--- config.mk ---
export PLATFORM = sky130hd
export DESIGN_NAME = cond_event_arbiter_flat
export DESIGN_NICKNAME = d
export VERILOG_FILES = /design/src/rtl/cond_event_arbiter_pkg.sv /design/src/rtl/cond_event_arbiter_if.sv /design/src/rtl/cond_event_arbiter_rr_arbiter.sv /design/src/rtl/cond_event_arbiter.sv /design/src/flat_wrapper.sv
export SDC_FILE = /design/constraint.sdc
export NUM_CORES = 1
export LEC_CHECK = 0
export ABC_AREA = 1
export CAP_MARGIN = 20
export CORE_AREA = 2 2 78 99
export DETAILED_ROUTE_END_ITERATION = 7
export DIE_AREA = 0 0 80 101
export GPL_ROUTABILITY_DRIVEN = 1
export PLACE_DENSITY = 0.74
export RECOVER_POWER = 50
export SETUP_SLACK_MARGIN = 0.2
export SKIP_LAST_GASP = 1
export SYNTH_ARGS = -nofsm -noshare
export SYNTH_HDL_FRONTEND = slang
export SYNTH_SLANG_ARGS = --single-unit
--- constraint.sdc ---
create_clock -name clk -period 2.5 [get_ports clk]
set_input_delay 0.25 -clock clk [delete_from_list [all_inputs] [get_ports clk]]
set_output_delay 0.25 -clock clk [all_outputs]
set_load 0.005 [all_outputs]
--- src/rtl/cond_event_arbiter_pkg.sv ---
// Shared types and helpers for the condition/event arbiter.
// Optional build switch: COND_EVT_DROP_COUNT_EN.
package cond_evt_pkg;

  localparam logic EVT_FALL = 1'b0;
  localparam logic EVT_RISE = 1'b1;

  // Wide enough for the largest supported channel count (32).
  localparam int CH_MAX_W = 5;

  typedef struct packed {
    logic [CH_MAX_W-1:0] ch;
    logic                rise;
  } evt_t;

  typedef enum logic {
    ST_EMPTY = 1'b0,
    ST_FULL  = 1'b1
  } ost_e;

  function automatic logic [31:0] sat_add(
    input logic [31:0] a,
    input logic [31:0] b,
    input int unsigned w
  );
    logic [32:0] lim;
    logic [32:0] sum;
    lim = (33'd1 << w) - 33'd1;
    sum = {1'b0, a} + {1'b0, b};
    return (sum > lim) ? lim[31:0] : sum[31:0];
  endfunction

  function automatic logic [31:0] sat_inc(
    input logic [31:0] v,
    input int unsigned w
  );
    return sat_add(v, 32'd1, w);
  endfunction

endpackage

--- src/rtl/cond_event_arbiter_if.sv ---
// Event stream handshake bundle between arbiter and consumer.
// Optional build switch: COND_EVT_DROP_COUNT_EN (not used here).
interface cond_evt_if #(
  parameter int NCH = 4
) ();

  localparam int CHW = $clog2(NCH);

  logic           evt_valid_o;
  logic           evt_ready_i;
  logic [CHW-1:0] evt_ch_o;
  logic           evt_rise_o;

  modport master (
    output evt_valid_o,
    output evt_ch_o,
    output evt_rise_o,
    input  evt_ready_i
  );

  modport slave (
    input  evt_valid_o,
    input  evt_ch_o,
    input  evt_rise_o,
    output evt_ready_i
  );

endinterface

--- src/rtl/cond_event_arbiter_rr_arbiter.sv ---
// Combinational round-robin picker: first request at or after ptr.
// Optional build switch: COND_EVT_DROP_COUNT_EN (not used here).
module rr_arbiter #(
  parameter  int NCH = 4,
  localparam int CHW = $clog2(NCH)
) (
  input  logic [NCH-1:0] req_i,
  input  logic [CHW-1:0] ptr_i,
  output logic [NCH-1:0] gnt_oh_o,
  output logic [CHW-1:0] gnt_idx_o,
  output logic           any_o
);

  int j;

  always_comb begin
    gnt_oh_o  = '0;
    gnt_idx_o = '0;
    any_o     = 1'b0;
    j         = 0;
    for (int i = 0; i < NCH; i++) begin
      j = int'(ptr_i) + i;
      if (j >= NCH) j = j - NCH;
      if (!any_o && req_i[CHW'(j)]) begin
        any_o               = 1'b1;
        gnt_idx_o           = CHW'(j);
        gnt_oh_o[CHW'(j)]   = 1'b1;
      end
    end
  end

endmodule

--- src/rtl/cond_event_arbiter.sv ---
// Edge monitor with per-channel pending slot and round-robin event output.
// Optional build switch: COND_EVT_DROP_COUNT_EN adds drop_cnt_o.
module cond_event_arbiter
  import cond_evt_pkg::*;
#(
  parameter  int NCH   = 4,
  parameter  int CNT_W = 8,
  localparam int CHW   = $clog2(NCH)
) (
  input  logic             clk,
  input  logic             rst_n,
  input  logic [NCH-1:0]   cond_i,
  cond_evt_if.master       evt,
  output logic [NCH-1:0]   pend_o,
  output logic [NCH-1:0]   ovf_o,
  input  logic [CHW-1:0]   cnt_sel_i,
  output logic [CNT_W-1:0] cnt_o,
  input  logic             clr_i
`ifdef COND_EVT_DROP_COUNT_EN
  ,
  output logic [CNT_W-1:0] drop_cnt_o
`endif
);

  logic [NCH-1:0]   cond_q;
  logic [NCH-1:0]   pend_q, pend_d;
  logic [NCH-1:0]   type_q, type_d;
  logic [NCH-1:0]   ovf_q, ovf_d;
  logic [CNT_W-1:0] cnt_q [NCH];
  logic [CNT_W-1:0] cnt_d [NCH];
  logic [CHW-1:0]   ptr_q, ptr_d;
  ost_e             state_q, state_d;
  evt_t             out_q, out_d;

  logic [NCH-1:0]   edge_v;
  logic [NCH-1:0]   gnt_oh;
  logic [CHW-1:0]   gnt_idx;
  logic             gnt_any;
  logic             load, take, hs;
  logic [NCH-1:0]   clr_v, drop_v, store_v;

  rr_arbiter #(
    .NCH (NCH)
  ) u_rr (
    .req_i     (pend_q),
    .ptr_i     (ptr_q),
    .gnt_oh_o  (gnt_oh),
    .gnt_idx_o (gnt_idx),
    .any_o     (gnt_any)
  );

  assign edge_v = cond_i ^ cond_q;
  assign load   = (state_q == ST_EMPTY) || evt.evt_ready_i;
  assign take   = load && gnt_any;
  assign hs     = (state_q == ST_FULL) && evt.evt_ready_i;

  // A grant frees the slot this cycle, so a same-cycle edge is kept.
  assign clr_v   = take ? gnt_oh : '0;
  assign drop_v  = edge_v & pend_q & ~clr_v;
  assign store_v = edge_v & ~drop_v;

  always_comb begin
    pend_d = (pend_q & ~clr_v) | store_v;
    type_d = (type_q & ~store_v) | (cond_i & store_v);
    ovf_d  = clr_i ? '0 : (ovf_q | drop_v);
  end

  always_comb begin
    state_d = state_q;
    out_d   = out_q;
    ptr_d   = ptr_q;
    unique case (state_q)
      ST_EMPTY: begin
        if (take) state_d = ST_FULL;
      end
      ST_FULL: begin
        if (evt.evt_ready_i && !gnt_any) state_d = ST_EMPTY;
      end
      default: state_d = ST_EMPTY;
    endcase
    if (take) begin
      out_d.ch   = CH_MAX_W'(gnt_idx);
      out_d.rise = type_q[gnt_idx];
      ptr_d      = (gnt_idx == CHW'(NCH - 1)) ? '0 : gnt_idx + 1'b1;
    end
  end

  always_comb begin
    for (int c = 0; c < NCH; c++) begin
      cnt_d[c] = cnt_q[c];
      if (clr_i) begin
        cnt_d[c] = '0;
      end else if (hs && int'(out_q.ch) == c) begin
        cnt_d[c] = CNT_W'(sat_inc(32'(cnt_q[c]), CNT_W));
      end
    end
  end

`ifdef COND_EVT_DROP_COUNT_EN
  logic [CNT_W-1:0] drop_cnt_q, drop_cnt_d;

  always_comb begin
    drop_cnt_d = clr_i ? '0 :
      CNT_W'(sat_add(32'(drop_cnt_q), 32'($countones(drop_v)), CNT_W));
  end

  always_ff @(posedge clk or negedge rst_n) begin
    if (!rst_n) drop_cnt_q <= '0;
    else        drop_cnt_q <= drop_cnt_d;
  end

  assign drop_cnt_o = drop_cnt_q;
`endif

  always_ff @(posedge clk or negedge rst_n) begin
    if (!rst_n) begin
      cond_q  <= '0;
      pend_q  <= '0;
      type_q  <= '0;
      ovf_q   <= '0;
      ptr_q   <= '0;
      state_q <= ST_EMPTY;
      out_q   <= '0;
      for (int c = 0; c < NCH; c++) cnt_q[c] <= '0;
    end else begin
      cond_q  <= cond_i;
      pend_q  <= pend_d;
      type_q  <= type_d;
      ovf_q   <= ovf_d;
      ptr_q   <= ptr_d;
      state_q <= state_d;
      out_q   <= out_d;
      for (int c = 0; c < NCH; c++) cnt_q[c] <= cnt_d[c];
    end
  end

  always_comb begin
    cnt_o = '0;
    if (int'(cnt_sel_i) < NCH) cnt_o = cnt_q[cnt_sel_i];
  end

  assign evt.evt_valid_o = (state_q == ST_FULL);
  assign evt.evt_ch_o    = out_q.ch[CHW-1:0];
  assign evt.evt_rise_o  = out_q.rise;
  assign pend_o          = pend_q;
  assign ovf_o           = ovf_q;

endmodule

--- src/flat_wrapper.sv ---
// flat-port wrapper written by rule: the top's interface ports become plain ports
module cond_event_arbiter_flat import cond_evt_pkg::*;
#(
  parameter  int NCH   = 4,
  parameter  int CNT_W = 8,
  localparam int CHW   = $clog2(NCH)
)
  (clk, rst_n, cond_i, pend_o, ovf_o, cnt_sel_i, cnt_o, clr_i, evt_evt_valid_o, evt_evt_ch_o, evt_evt_rise_o, evt_evt_ready_i);
  cond_evt_if #(.NCH(NCH)) evt_i ();
  input  logic clk;
  input  logic rst_n;
  input  logic [NCH-1:0] cond_i;
  output logic [NCH-1:0] pend_o;
  output logic [NCH-1:0] ovf_o;
  input  logic [CHW-1:0] cnt_sel_i;
  output logic [CNT_W-1:0] cnt_o;
  input  logic clr_i;
  output wire logic [$bits(evt_i.evt_valid_o)-1:0] evt_evt_valid_o;
  output wire logic [$bits(evt_i.evt_ch_o)-1:0] evt_evt_ch_o;
  output wire logic [$bits(evt_i.evt_rise_o)-1:0] evt_evt_rise_o;
  input wire logic [$bits(evt_i.evt_ready_i)-1:0] evt_evt_ready_i;
  assign evt_evt_valid_o = evt_i.evt_valid_o;
  assign evt_evt_ch_o = evt_i.evt_ch_o;
  assign evt_evt_rise_o = evt_i.evt_rise_o;
  assign evt_i.evt_ready_i = evt_evt_ready_i;
  cond_event_arbiter #(.NCH(NCH), .CNT_W(CNT_W)) u_core (.clk(clk), .rst_n(rst_n), .cond_i(cond_i), .evt(evt_i), .pend_o(pend_o), .ovf_o(ovf_o), .cnt_sel_i(cnt_sel_i), .cnt_o(cnt_o), .clr_i(clr_i));
endmodule
==> results.py <==
metrics = {
    "outcome": {
        "status": "finished with violations",
        "violations": "max-capacitance violations, max-slew violations",
    },
    "critical_path": {
        "path_class": "input port to output port",
        "end_kind": "output port",
        "crit_slowest_cell": "clkdlybuf4s50_1",
        "crit_top_cell": "clkdlybuf4s50_1",
        "rrSetupSlack_ns": 0.43,
        "crit_fanout": 17,
        "critical_path_buf_inv_count": 4,
        "path_delay_family": "buffers and inverters",
        "critical_path_required_ns": 2.25,
        "arrival_ns": 1.95,
        "critPathMaxStageDelay_ns": 0.52,
        "crit_chain": "clkdlybuf4s50_1, inv_1, buf_4, nor2_1, o22ai_1, clkdlybuf4s50_1",
        "critPathLaunchType": "input port",
    },
    "timing": {
        "period_share_pct": 87.88,
        "finalHoldViolations": 0,
        "rsz0062_at_grt": "true",
        "finalSetupTns_ns": 0,
        "max_clock_freq_ghz": 0.4551,
        "drv_slew": 32,
        "setup_viol": 0,
        "slew_headroom_pct": -16.23,
        "fin_crit_ns": 2.197,
        "fin_worst_skew_ns": 0.01387,
        "tightest_slew_ns": 1.744,
    },
    "route": {
        "ant_nets": 0,
        "vias": 3641,
        "wl_per_cell_um": 13.66,
        "drtIter0Drc": 236,
        "drc": 0,
        "vias_per_cell": 5.459,
        "drt-total-wl_um": 9114,
        "firstDrtPassIters": 4,
    },
    "global_route": {
        "antenna_found_initial": 0,
        "grt_max_degree": 32,
        "grt_pass1_vias": 3519,
        "groute.usage.overall_pct": 24.07,
        "grt_pass1_wl_um": 15500,
        "gr-total-overflow": 0,
    },
    "synth": {
        "synth_nets": 567,
        "synth_seq_cells": 54,
        "avgSynthCellArea_um2": 7.063,
        "syn-instance-count": 541,
        "synth_cell_types": 35,
        "synth_area_leaders": "dfrtp_1 35%, nand2_1 15%, nand3_1 6.3%, inv_1 6.3%, ha_1 5.2%",
        "yosysTopAreaCellShare_pct": 35.36,
        "yosysWarnings": 0,
        "seq_area_frac_synth_pct": 35.36,
        "yosys.area.top_type": "dfrtp_1",
        "synth_area_um2": 3821,
    },
    "final_layout": {
        "final_util_pct": 59.90,
        "syn2layout_area_growth_pct": 12.57,
        "nets": 600,
        "final_area_um2": 4302,
        "n_antenna_cell": 0,
        "fillers": 683,
        "mostFrequentLayoutCells": "151 x nand2_1, 63 x inv_1, 53 x dfrtp_1",
        "drive_gt1_share_pct": 8.348,
        "layout_commonest_cell": "nand2_1",
    },
    "power": {
        "p_sw_mw": 1.801,
        "powerDensity_nw_per_um2": 863.9,
        "p_sw_share_pct": 48.47,
        "p_leak_nw": 2.321,
        "p_int_mw": 1.915,
        "clkPwrFrac_pct": 13.4,
        "combinationalPowerShare_pct": 54.3,
        "peakVddDrop_mv": 0.9099,
        "seqPwrFrac_pct": 32.3,
    },
    "die": {
        "coreArea_um2": 7182,
        "fp.dieH_um": 101,
        "fp.dieW_um": 80,
        "initial_core_util_pct": 53.21,
        "fp.dieArea_um2": 8080,
        "rows": 35,
        "ios": 30,
    },
    "clock_network": {
        "clkSinkCount": 54,
        "worstSkewPairLatency_ns": 0.31,
        "cts_tree": "built",
        "root_buffer": "clkbuf_8",
        "path_clk_slew_ns": 0.10,
        "cts_buffers": 5,
        "clockBufferDepth": 2,
        "cts-htree-levels": 2,
    },
    "worst_hold_path": {
        "hold_path_class": "register to register",
    },
    "placed_design": {
        "io_buffers": 29,
        "placedInstanceArea_um2": 4205,
        "hpwl_um": 7015,
        "gp_congestion": 0.8914,
    },
    "job": {
        "maxCapViolCount": 1,
    },
}
state kept, by name, indices dropped and copies added (netlist names), named ones only:
signal	count
u_core.cnt_q	32
u_core.cond_q	4
u_core.evt.evt_ch_o	2
u_core.evt.evt_rise_o	1
u_core.evt.evt_valid_o	1
u_core.ovf_o	4
u_core.pend_o	4
u_core.ptr_q	1
path summary, 6_finish.rpt:
| path | to | startpoint | cells past startpoint |
|---|---|---|---|
| worst max-delay path | cnt_o[1] | cnt_sel_i[0] | 6 |
| worst min-delay path | u_core.evt.evt_rise_o | u_core.evt.evt_rise_o | 2 |
| worst max register to register | u_core.cnt_q[26] | u_core.cnt_q[24] | 9 |
| worst min register to register | u_core.evt.evt_rise_o | u_core.evt.evt_rise_o | 2 |
| max in group asynchronous | u_core.ptr_q[1] | rst_n | 3 |
| min in group asynchronous | u_core.cnt_q[2] | rst_n | 2 |
metal layers:
metal / wire, um / track usage (%)
met1: 3860 / 29.10
met4: 293 / 10.56
met5: 0 / 0
met3: 351 / 3.584
met2: 4609 / 42.05
repair_timing:
item / 4_1_cts / 5_1_grt
hold endpoints to repair: 2 / 0
setup endpoints to repair: 0 / 8
hold buffers: 1 / 0
buffers inserted: 0 / 0
resized for setup: 0 / 3
tightest hold or removal path, delay by kind of cell (launching register included):
family	cells	cell delay (ns)
flops	1	0.35
simple gates	2	0.10
synthesized netlist by cell type:
cell       instances
buf_6              3
buf_2              1
a21oi_1           27
inv_2              3
o21ai_0           26
a31oi_1            2
inv_4              2
nand2_4            3
xnor2_1            7
nor3_2             2
nand3_2            5
nand3_4            1
nand4_2            1
dfrtp_1           54
o2bb2ai_1          2
or2_2              1
nor2_1            52
nor2_8             1
inv_1             64
nand2_2           13
o21a_1             1
clkbuf_1           6
nand3_1           48
a21o_1             1
o21ai_1            3
nand4_1           15
nand3b_1           2
a21boi_0           1
o22ai_1            3
a31o_2             1
nor3_1             6
o21bai_1           7
ha_1              16
xor2_1            10
nand2_1          151
logic make-up (layout without fill, tap and decap cells):
kind of cell	Yosys count	count (layout)	synth area share, %
AOI/OAI and AO/OA	74	74	10.81
xor gates and xnor gates	17	17	3.896
adders and majority gates	16	16	5.239
buffers and inverters	79	113	8.513
DFF	54	54	35.36
and+or+nand+nor	301	301	36.18
area by class of cell:
class	instances	area (um2)	area share [%]
clock buffers	6	72.57	1.687
clock inverters	2	13.76	0.3200
inverters	69	264.0	6.137
multi-input cells	408	2145	49.85
flip-flops and latches	54	1353	31.44
well taps	92	115.1	2.676
repair buffers	36	339.1	7.882
power by group through the flow:
stage               registers, mW  logic (mW)  clock network (mW)
floorplan                    1.17        1.50                   0
detailed placement           1.21        2.00                   0
CTS                          1.20        2.01               0.518
finish                       1.20        2.02               0.497
global route                 1.22        2.25               0.546
global placement             1.21        1.96                   0
stage by stage:
stage	setup slack, ns	instances	hold WS, ns	power, mW
2_1_floorplan	0.4215	541	-0.04559	2.670
3_3_place_gp	0.3716	658	0.3421	3.176
3_5_place_dp	0.3152	658	0.3496	3.208
4_1_cts	0.3078	667	0.4074	3.728
5_1_grt	0.1548	667	0.5187	4.018
6_report	0.3029	667	0.4867	3.716
No activity file was read; power rests on OpenSTA's default activity.
